<file path="src/rtl/multi_clk_div.sv">
// multi_clk_div: multi-channel runtime-programmable clock/tick divider.
// Optional RESYNC realignment input when CLKDIV_RESYNC_EN is defined.
module multi_clk_div #(
    parameter int NUM_CH  = 4,
    parameter int CNT_W   = 16,
    parameter int DEF_DIV = 8000,
    parameter int SEL_W   = 2
) (
    input  logic              CLK,
    input  logic              RST_N,
    input  logic              EN,
`ifdef CLKDIV_RESYNC_EN
    input  logic              RESYNC,
`endif
    input  logic              DIV_WE,
    input  logic [SEL_W-1:0]  DIV_SEL,
    input  logic [CNT_W-1:0]  DIV_DATA,
    output logic              DIV_ACK,
    output logic              DIV_ERR,
    output logic [NUM_CH-1:0] CLK_OUT,
    output logic [NUM_CH-1:0] TICK
);

    localparam logic [CNT_W-1:0] DEF_VAL = CNT_W'(DEF_DIV);
    localparam logic [CNT_W-1:0] ONE     = CNT_W'(1);
    localparam logic [CNT_W-1:0] TWO     = CNT_W'(2);

    logic [CNT_W-1:0]  cnt      [NUM_CH];
    logic [CNT_W-1:0]  div_act  [NUM_CH];
    logic [CNT_W-1:0]  div_pend [NUM_CH];
    logic [CNT_W-1:0]  hi       [NUM_CH];
    logic [NUM_CH-1:0] pend_v;
    logic [NUM_CH-1:0] wr_hit;
    logic [NUM_CH-1:0] commit;
    logic              accept;
    logic              resync;

`ifdef CLKDIV_RESYNC_EN
    assign resync = RESYNC & EN;
`else
    assign resync = 1'b0;
`endif

    // Write qualification, per-channel decode and period-boundary detect.
    always_comb begin
        accept = DIV_WE
              && ({{(32-SEL_W){1'b0}}, DIV_SEL} < 32'(NUM_CH))
              && (DIV_DATA >= TWO);
        wr_hit = '0;
        commit = '0;
        for (int i = 0; i < NUM_CH; i++) begin
            hi[i]     = div_act[i] - (div_act[i] >> 1);
            wr_hit[i] = accept && (DIV_SEL == SEL_W'(i));
            commit[i] = !EN || resync || (cnt[i] == div_act[i] - ONE);
        end
    end

    // Counters, divisor commit/pending update and registered outputs.
    always_ff @(posedge CLK) begin
        if (!RST_N) begin
            DIV_ACK <= 1'b0;
            DIV_ERR <= 1'b0;
            CLK_OUT <= '0;
            TICK    <= '0;
            pend_v  <= '0;
            for (int i = 0; i < NUM_CH; i++) begin
                cnt[i]      <= '0;
                div_act[i]  <= DEF_VAL;
                div_pend[i] <= DEF_VAL;
            end
        end else begin
            DIV_ACK <= accept;
            DIV_ERR <= DIV_WE && !accept;
            for (int i = 0; i < NUM_CH; i++) begin
                TICK[i]    <= EN && (cnt[i] == '0);
                CLK_OUT[i] <= EN && (cnt[i] < hi[i]);
                if (commit[i]) begin
                    cnt[i] <= '0;
                end else begin
                    cnt[i] <= cnt[i] + ONE;
                end
                // A same-cycle write lands after the commit, so it stays pending.
                if (commit[i] && pend_v[i]) begin
                    div_act[i] <= div_pend[i];
                    pend_v[i]  <= 1'b0;
                end
                if (wr_hit[i]) begin
                    div_pend[i] <= DIV_DATA;
                    pend_v[i]   <= 1'b1;
                end
            end
        end
    end

endmodule

</file>
<file path="config.mk">
export PLATFORM = sky130hd
export DESIGN_NAME = multi_clk_div
export DESIGN_NICKNAME = d
export VERILOG_FILES = /design/src/rtl/multi_clk_div.sv
export SDC_FILE = /design/constraint.sdc
export NUM_CORES = 1
export LEC_CHECK = 0
export BUFFER_PORTS_ARGS = -buffer_cell sky130_fd_sc_hd__buf_2
export CAP_MARGIN = 5
export CORE_MARGIN = 5
export CORE_UTILIZATION = 55
export DETAILED_ROUTE_END_ITERATION = 10
export PLACE_DENSITY_LB_ADDON = 0.3
export SYNTH_ARGS = -nofsm -noshare
export SYNTH_HDL_FRONTEND = slang
export SYNTH_SLANG_ARGS = --single-unit
</file>
<file path="constraint.sdc">
create_clock -name CLK -period 12.9 [get_ports CLK]
set_clock_uncertainty 0.2 [all_clocks]
set_input_delay 1.29 -clock CLK [delete_from_list [all_inputs] [get_ports CLK]]
set_output_delay 1.29 -clock CLK [all_outputs]
set_load 0.03 [all_outputs]
</file>
# Word level (Yosys, flattened, before mapping)
# Memories as Yosys holds them, arrays and structs flattened.
# Cells that the tools add are included.
# W data, S select, Z words.
# op_classes
addsub,12
order_cmp,5
eq_ne,7
n_mux,73
n_bitwise,16
reduce_logical,33
# ops
operator,n
$mux W16,16
$add A16 B1 Y16 const B,4
$eq A16 B16 Y1,4
$logic_not A16 Y1,4
$lt A16 B16 Y1,4
$sub A16 B1 Y16 const B,4
$sub A16 B15 Y16,4
$mux W1,57
$logic_and A1 B1 Y1,18
$ge A16 B2 Y1 const B,1
$or A1 B1 Y1,16
$reduce_bool A2 Y1,4
$eq A2 B2 Y1 const B,2
$logic_or A1 B1 Y1,4
$eq A2 B1 Y1 const B,1
$logic_not A1 Y1,2
$logic_not A2 Y1,1
# totals
ff_bits,14
mem_bits_rw,192
in_bits,22
out_inout_bits,10
wordCells,157
mem_count,3
# memory_table
name,depth,width,read_ports,rd_clocked_by_memory_dff,write_ports,line,text
cnt,4,16,4,0,4,28,logic [CNT_W-1:0] cnt [NUM_CH];
div_act,4,16,4,0,4,29,logic [CNT_W-1:0] div_act [NUM_CH];
div_pend,4,16,4,0,4,30,logic [CNT_W-1:0] div_pend [NUM_CH];

# Logic depth before layout (Yosys ltp)
# Gate-level depths: netlist (run 1).
# An unclocked memory read counts as a cell.
# logic_depth
depth_word,9
ltp_mapped,17
mapped_depth_nobuf,17

# Least setup slack after synthesis (run 1)
# OpenSTA, ideal clock, no wires.
# synth_path
kind,register to register
start,mem div_act[0][2]
end,"mem div_act[0][0], enable pin"
arrival_time_ns,3.607
t_required_ns,12.289
setup_slack_ns,8.682
stages_incl_launch_ff,10
path_buffers,1
synth_period_minus_slack_ns,4.218
path_cell_list,edfxtp_1 > inv_1 > ha_1 > and4b_4 > nand3_1 > xnor2_1 > or4_4 > o41a_1 > buf_6 > o21ai_0
# synth_lines
element,line
start: declaration,29

==> summary.txt, run 1 <==
Pins Over Slew Limit: 0
Final Hold Fails: 0
Area after DPL: 16470 um^2
I/O pin cnt: 32
Clk pwr share: 39.7%
Final Net Count: 1885
CP startpoint kind: register
Clock-pin slew on the worst setup and hold paths: 0.06 ns
Metal1 wirelength: 15140 um
Initial drt markers: 689
Uppermost layer routed: met4
Share of total power in combinational logic: 15.4%
Synth Instances: 1566
Power per cell area: 103.5 nW/um^2
Dominant cell type by count on the critical path: ha_1
Clk root buf: clkbuf_16
Count of max-cap constraint violations: 0
Drt wl/cell: 16.44 um
Fmax: 0.2581 GHz
Yosys top cell by area: edfxtp_1
Slowest stage delay, CP: 0.58 ns
Unrepaired setup endpoints after global routing: no
Post-synth EDFFs: 192
Synth cell types: 72
Simple-gate area share of the yosys netlist: 19.53%
Leak pwr: 7.129 nW
Worst hold path type: register to register
Met2 routed WL: 16120 um
Netlist Area Pre-Place: 15640 um^2
Synthesis-to-finish area growth: 10.63%
Clock Path Buffers: 3
Routed Antenna Nets: 0
DP HPWL: 25890 um
CP max-delay cell: or4_1
Number of global-route vias before repair: 11400
Data arrival, critical path: 4.08 ns
Met3 WL: 1874 um
Antenna cells: 0
Mean post-synth cell area: 9.987 um^2
Crit Path Category: register to register
Largest family of logic cells by synthesized area: simple AND/OR/NAND/NOR gates
Routed vias/inst: 5.565
Die H: 178.6 um
Remaining DRCs: 0
Vias after detailed routing: 11480
Status: complete, no violations
Clk_lat worst skew: 0.53 ns
Share of cells above drive strength 1: 6.528%
Yosys top cell area share: 36.86%
Net Switching: 476.5 uW
Largest net degree at the start of global routing: 25
Resized Gates After CTS: 0
Complex-gate fraction of the synthesized area: 10.25%
XOR/XNOR Fraction of Synth Area: 11.34%
Critical Path End Type: register
Int Pwr: 1.315 mW
Std-Cell Rows: 61
Die area: 31910 um^2
Sequential share of power: 44.9%
CTS tree: done
Final setup TNS: 0 ns
Crit share post-route: 30.03%
Die width: 178.6 um
Final setup viols: 0
Switching portion of total power: 26.60%
Multiplexer share of the synthesized area: 0.2160%
Filler cells: 2320
Worst slew pin tran: 1.166 ns
Worst vdd ir: 0.1186 mV
Max FO, Critical Path: 7
Design Area, Final: 17300 um^2
Global-route wire length before repair: 56220 um
CP Data Required Time: 13.11 ns
Tot GR Track Use: 21.61%
Hold-fix buffers, CTS: 0
Starting Density: 55.99%
Adder-cell area share of the yosys netlist: 15.87%
1st-pass router iterations: 5
Core area: 27930 um^2
Crit-path cells: inv_1 > ha_1 > or4_1 > a2111oi_0 > nor3_1 > o311a_1 > a311o_1 > ha_1 > nand4_1 > a211oi_1 > a21oi_1
Most used DFF post-synth: edfxtp_1
Routability-driven placement congestion ratio: 0.8545
Post-CTS setup buffers: 0
Tmin final: 3.874 ns
Clock sink count: 206
Worst hold slack: 0.2990 ns
Seq/Total Area, Yosys: 38.66%
Yosys synthesis warning count: 0
# port buffers: 31
Async SR Flop Fraction: 0%
Initial antenna violation count: 1
Worst slew margin: 21.72%
H-tree lvl count: 1
Overall power: 1.792 mW
Number of synthesized register bits: 206
Area contributors post-synth: edfxtp_1, ha_1, xnor2_1
TritonCTS buffer count: 24
Routed WL: 33930 um
Gr ovfl total: 0
## metal layers
layer  GRT usage, %  vias up
met4          5.756        0
li1               -     5744
met2          36.70      258
met5              0        -
met3          3.624       56
met1          28.72     5423
## layout by cell type, fill, tap and decap left out, types with 31 or more instances in the layout
cell / count
nor2_1: 134
xor2_1: 74
nand2b_1: 40
inv_1: 138
buf_2: 31
xnor2_1: 126
ha_1: 192
conb_1: 64
o21ai_0: 33
nor3_1: 37
a21oi_1: 58
nand2_1: 61
or3_1: 36
edfxtp_1: 192
and2_1: 57
nand3_1: 44
## layout make-up
cell class                 instances  area, um^2  share of cell area (%)
sequential                       206        6046                   34.94
clock buffer                      28       656.9                   3.796
multi-input combinational       1255        9193                   53.13
inverter                         138       518.0                   2.994
timing repair buffer              42       237.7                   1.374
clock inverter                    16       178.9                   1.034
tap                              378       473.0                   2.733
## worst paths after layout
kind	from	endpoint	slack (ns)	depth (start not counted)
setup reg to reg	div_act[0][9]$_SDFFCE_PN1P_	CLK_OUT[0]$_SDFF_PN0_	9.03	11
setup / recovery	div_act[0][9]$_SDFFCE_PN1P_	CLK_OUT[0]$_SDFF_PN0_	9.03	11
hold reg to reg	div_pend[1][10]$_SDFFCE_PN1P_	div_act[1][10]$_SDFFCE_PN1P_	0.30	1
hold / removal	div_pend[1][10]$_SDFFCE_PN1P_	div_act[1][10]$_SDFFCE_PN1P_	0.30	1
## flip-flops by register name, indices dropped and copies added, names as in the netlist
name      cells
div_act      64
cnt          64
div_pend     64
pend_v        4
TICK          4
CLK_OUT       4
DIV_ERR       1
DIV_ACK       1
## critical path: cells and delay by family, from the launching register on
| family | cells | cell delay, ns |
|---|---|---|
| flops | 1 | 0.39 |
| buf+inv | 1 | 0.10 |
| simple gates | 3 | 0.90 |
| compound gates | 5 | 1.45 |
| fa+ha+maj | 2 | 0.71 |
## logic make-up after synthesis
kind of cell	Yosys count
fa+ha+maj	196
flops	206
compound gates	233
other cells	1
xor+xnor	201
buf+inv	168
mux	3
simple gates	558
## power by group through the flow
stage	Combinational (mW)	Sequential (mW)	Clock (mW)
detailed placement	0.271	0.819	0
global placement	0.263	0.818	0
finish	0.275	0.805	0.711
floorplan	0.210	0.807	0
CTS	0.274	0.805	0.727
global route	0.313	0.809	0.756
## synth_stat cells, drive strengths merged, types with 4 or more instances
library cell / number
and2: 57
nand2b: 40
a2111oi: 4
nor4: 23
a221oi: 5
a21o: 23
nor4b: 8
xnor2: 126
or3: 36
xor2: 74
a211o: 4
a311oi: 5
nor2: 134
and3: 22
and4: 5
inv: 138
nor2b: 14
o211ai: 10
o311ai: 6
a211oi: 14
o21ai: 39
dfxtp: 14
a21oi: 58
a31oi: 9
o211a: 4
nand4: 30
fa: 4
buf: 7
o21bai: 12
edfxtp: 192
clkbuf: 23
or4: 5
ha: 192
o31ai: 4
nor3: 37
nor3b: 26
or2: 6
nand2: 61
nand3: 44
## stage by stage
| step | setup slack (ns) | cells | util, % |
|---|---|---|---|
| 2_1_floorplan | 8.682 | 1629 | - |
| 3_3_place_gp | 9.217 | 2019 | 58.95 |
| 3_5_place_dp | 9.099 | 2019 | 58.95 |
| 4_1_cts | 9.058 | 2063 | 61.94 |
| 5_1_grt | 8.820 | 2063 | 61.94 |
| 6_report | 9.026 | 2063 | 61.94 |
(Power assumes the default switching activity.)
==> inputs of run 2 (changes only) <==
==> constraint.sdc (replaced) <==
create_clock -name CLK -period 3.6 [get_ports CLK]
set_clock_uncertainty 0.2 [all_clocks]
set_input_delay 0.36 -clock CLK [delete_from_list [all_inputs] [get_ports CLK]]
set_output_delay 0.36 -clock CLK [all_outputs]
set_load 0.03 [all_outputs]
==> run 2 against run 1 <==
Compared with the run above:
- non-clock buffer count rose by 39
- combinational power rose to 3.9 times the previous value
- via count rose by 2.9%
- highest routed layer unchanged
==> summary.txt, run 2 (synthesized netlist as in run 1, its figures left out) <==
Status: complete, no violations
Clock Path Buffers: 3
Crit-path cells: inv_1 > ha_1 > nor2_2 > o221ai_4 > a211oi_2 > o21ai_1 > nor4b_1 > a2111oi_1 > ha_1 > a21o_1 > a21o_1 > a21oi_1 > o211ai_1 > a21oi_1
CP startpoint kind: register
Number of global-route vias before repair: 11590
CP Data Required Time: 3.85 ns
Die H: 178.6 um
Unrepaired setup endpoints after global routing: yes
Final setup TNS: 0 ns
Share of cells above drive strength 1: 10.16%
Power per cell area: 356.8 nW/um^2
DP HPWL: 26230 um
Clk_lat worst skew: 0.52 ns
Setup ws final: 0.09203 ns
Worst hold path type: primary input to register
Final setup viols: 0
Critical Path End Type: register
Post-place setup slack: -0.1071 ns
Worst vdd ir: 0.4259 mV
Crit Path Category: register to register
Initial antenna violation count: 0
Worst slew pin tran: 0.9490 ns
Initial drt markers: 770
Slowest stage delay, CP: 0.44 ns
Overall power: 6.344 mW
Commonest non-fill, non-tap cell in the layout: edfxtp_1
Most frequent cells in the layout: edfxtp_1, ha_1, inv_1, nor2_1, xnor2_1
Vias after detailed routing: 11820
Count of max-cap constraint violations: 0
Tmin final: 3.508 ns
FF-to-FF setup slack: 0.09 ns
Starting Density: 55.99%
Die width: 178.6 um
Pins Over Slew Limit: 0
Tot GR Track Use: 21.81%
TritonCTS buffer count: 24
1st-pass router iterations: 7
Drt wl/cell: 16.72 um
Worst slew margin: 36.73%
Final Net Count: 1924
Final Hold Fails: 0
CTS tree: done
H-tree lvl count: 1
Synthesis-to-finish area growth: 13.69%
Largest regs: cnt (64), div_act (64), div_pend (64)
Clock-pin slew on the worst setup and hold paths: 0.06 ns
Crit share post-route: 97.44%
Clk root buf: clkbuf_16
Routability-driven placement congestion ratio: 0.8887
Global-route wire length before repair: 57040 um
Die area: 31910 um^2
Max FO, Critical Path: 4
Remaining DRCs: 0
Largest net degree at the start of global routing: 25
Data arrival, critical path: 3.75 ns
Routed vias/inst: 5.624
Post-layout util: 63.65%
Leak pwr: 7.320 nW
Worst path top cell family by delay: compound AO/OA/AOI/OAI gates
CP max-delay cell: edfxtp_1
Antenna cells: 0
Routed Antenna Nets: 0
Routed WL: 35130 um
Crit path buf inv count: 1
I/O pin cnt: 32
# port buffers: 31
Clock sink count: 206
Filler cells: 2294
Gr ovfl total: 0
Std-Cell Rows: 61
Core area: 27930 um^2
Fmax: 0.2851 GHz
run 2: final timing paths:
check                                                 start                           end  cells past startpoint
worst max-delay path            div_act[0][2]$_SDFFCE_PN0P_         CLK_OUT[0]$_SDFF_PN0_                     14
worst min-delay path                            DIV_DATA[9]  div_pend[0][9]$_SDFFCE_PN1P_                      2
worst max register to register  div_act[0][2]$_SDFFCE_PN0P_         CLK_OUT[0]$_SDFF_PN0_                     14
worst min register to register       pend_v[0]$_SDFFE_PN0P_        pend_v[0]$_SDFFE_PN0P_                      2
run 2: report_power, final:
group	internal, mW	total [mW]	switching (mW)
clock	1.43	2.40	0.970
combinational	0.468	1.07	0.598
sequential	2.75	2.88	0.128
total	4.65	6.34	1.70
run 2: what timing repair did:
item / in CTS / in global routing
hold buffers: 5 / 0
endpoints found under the setup margin: 3 / 42
setup buffers: 0 / 7
resized for setup: 4 / 41
endpoints found under the hold margin: 8 / 0
pin swaps: 0 / 8
run 2: cell type report:
type	count	area, um^2	area share, %
multi-input combinational	1255	9397	52.85
sequential	206	6046	34.00
clock buffer	29	650.6	3.659
timing repair buffer	81	568.0	3.195
inverter	138	518.0	2.913
tap	378	473.0	2.660
clock inverter	14	128.9	0.7248
run 2: layer usage:
metal,track usage [%],vias up,wire [um]
met5,0,-,0
met4,5.245,0,733
met3,3.095,52,1818
met2,37.70,273,16960
met1,29.06,5678,15620
li1,-,5812,-
run 2: per-stage QoR:
| step | area, um^2 | hold slack, ns | cells |
|---|---|---|---|
| floorplan | 15890 | 0.2773 | 1629 |
| global placement | 16710 | 0.2881 | 2046 |
| detailed placement | 16710 | 0.2930 | 2046 |
| CTS | 17550 | 0.002705 | 2094 |
| global route | 17780 | 0.01147 | 2101 |
| finish | 17780 | 0.03649 | 2101 |
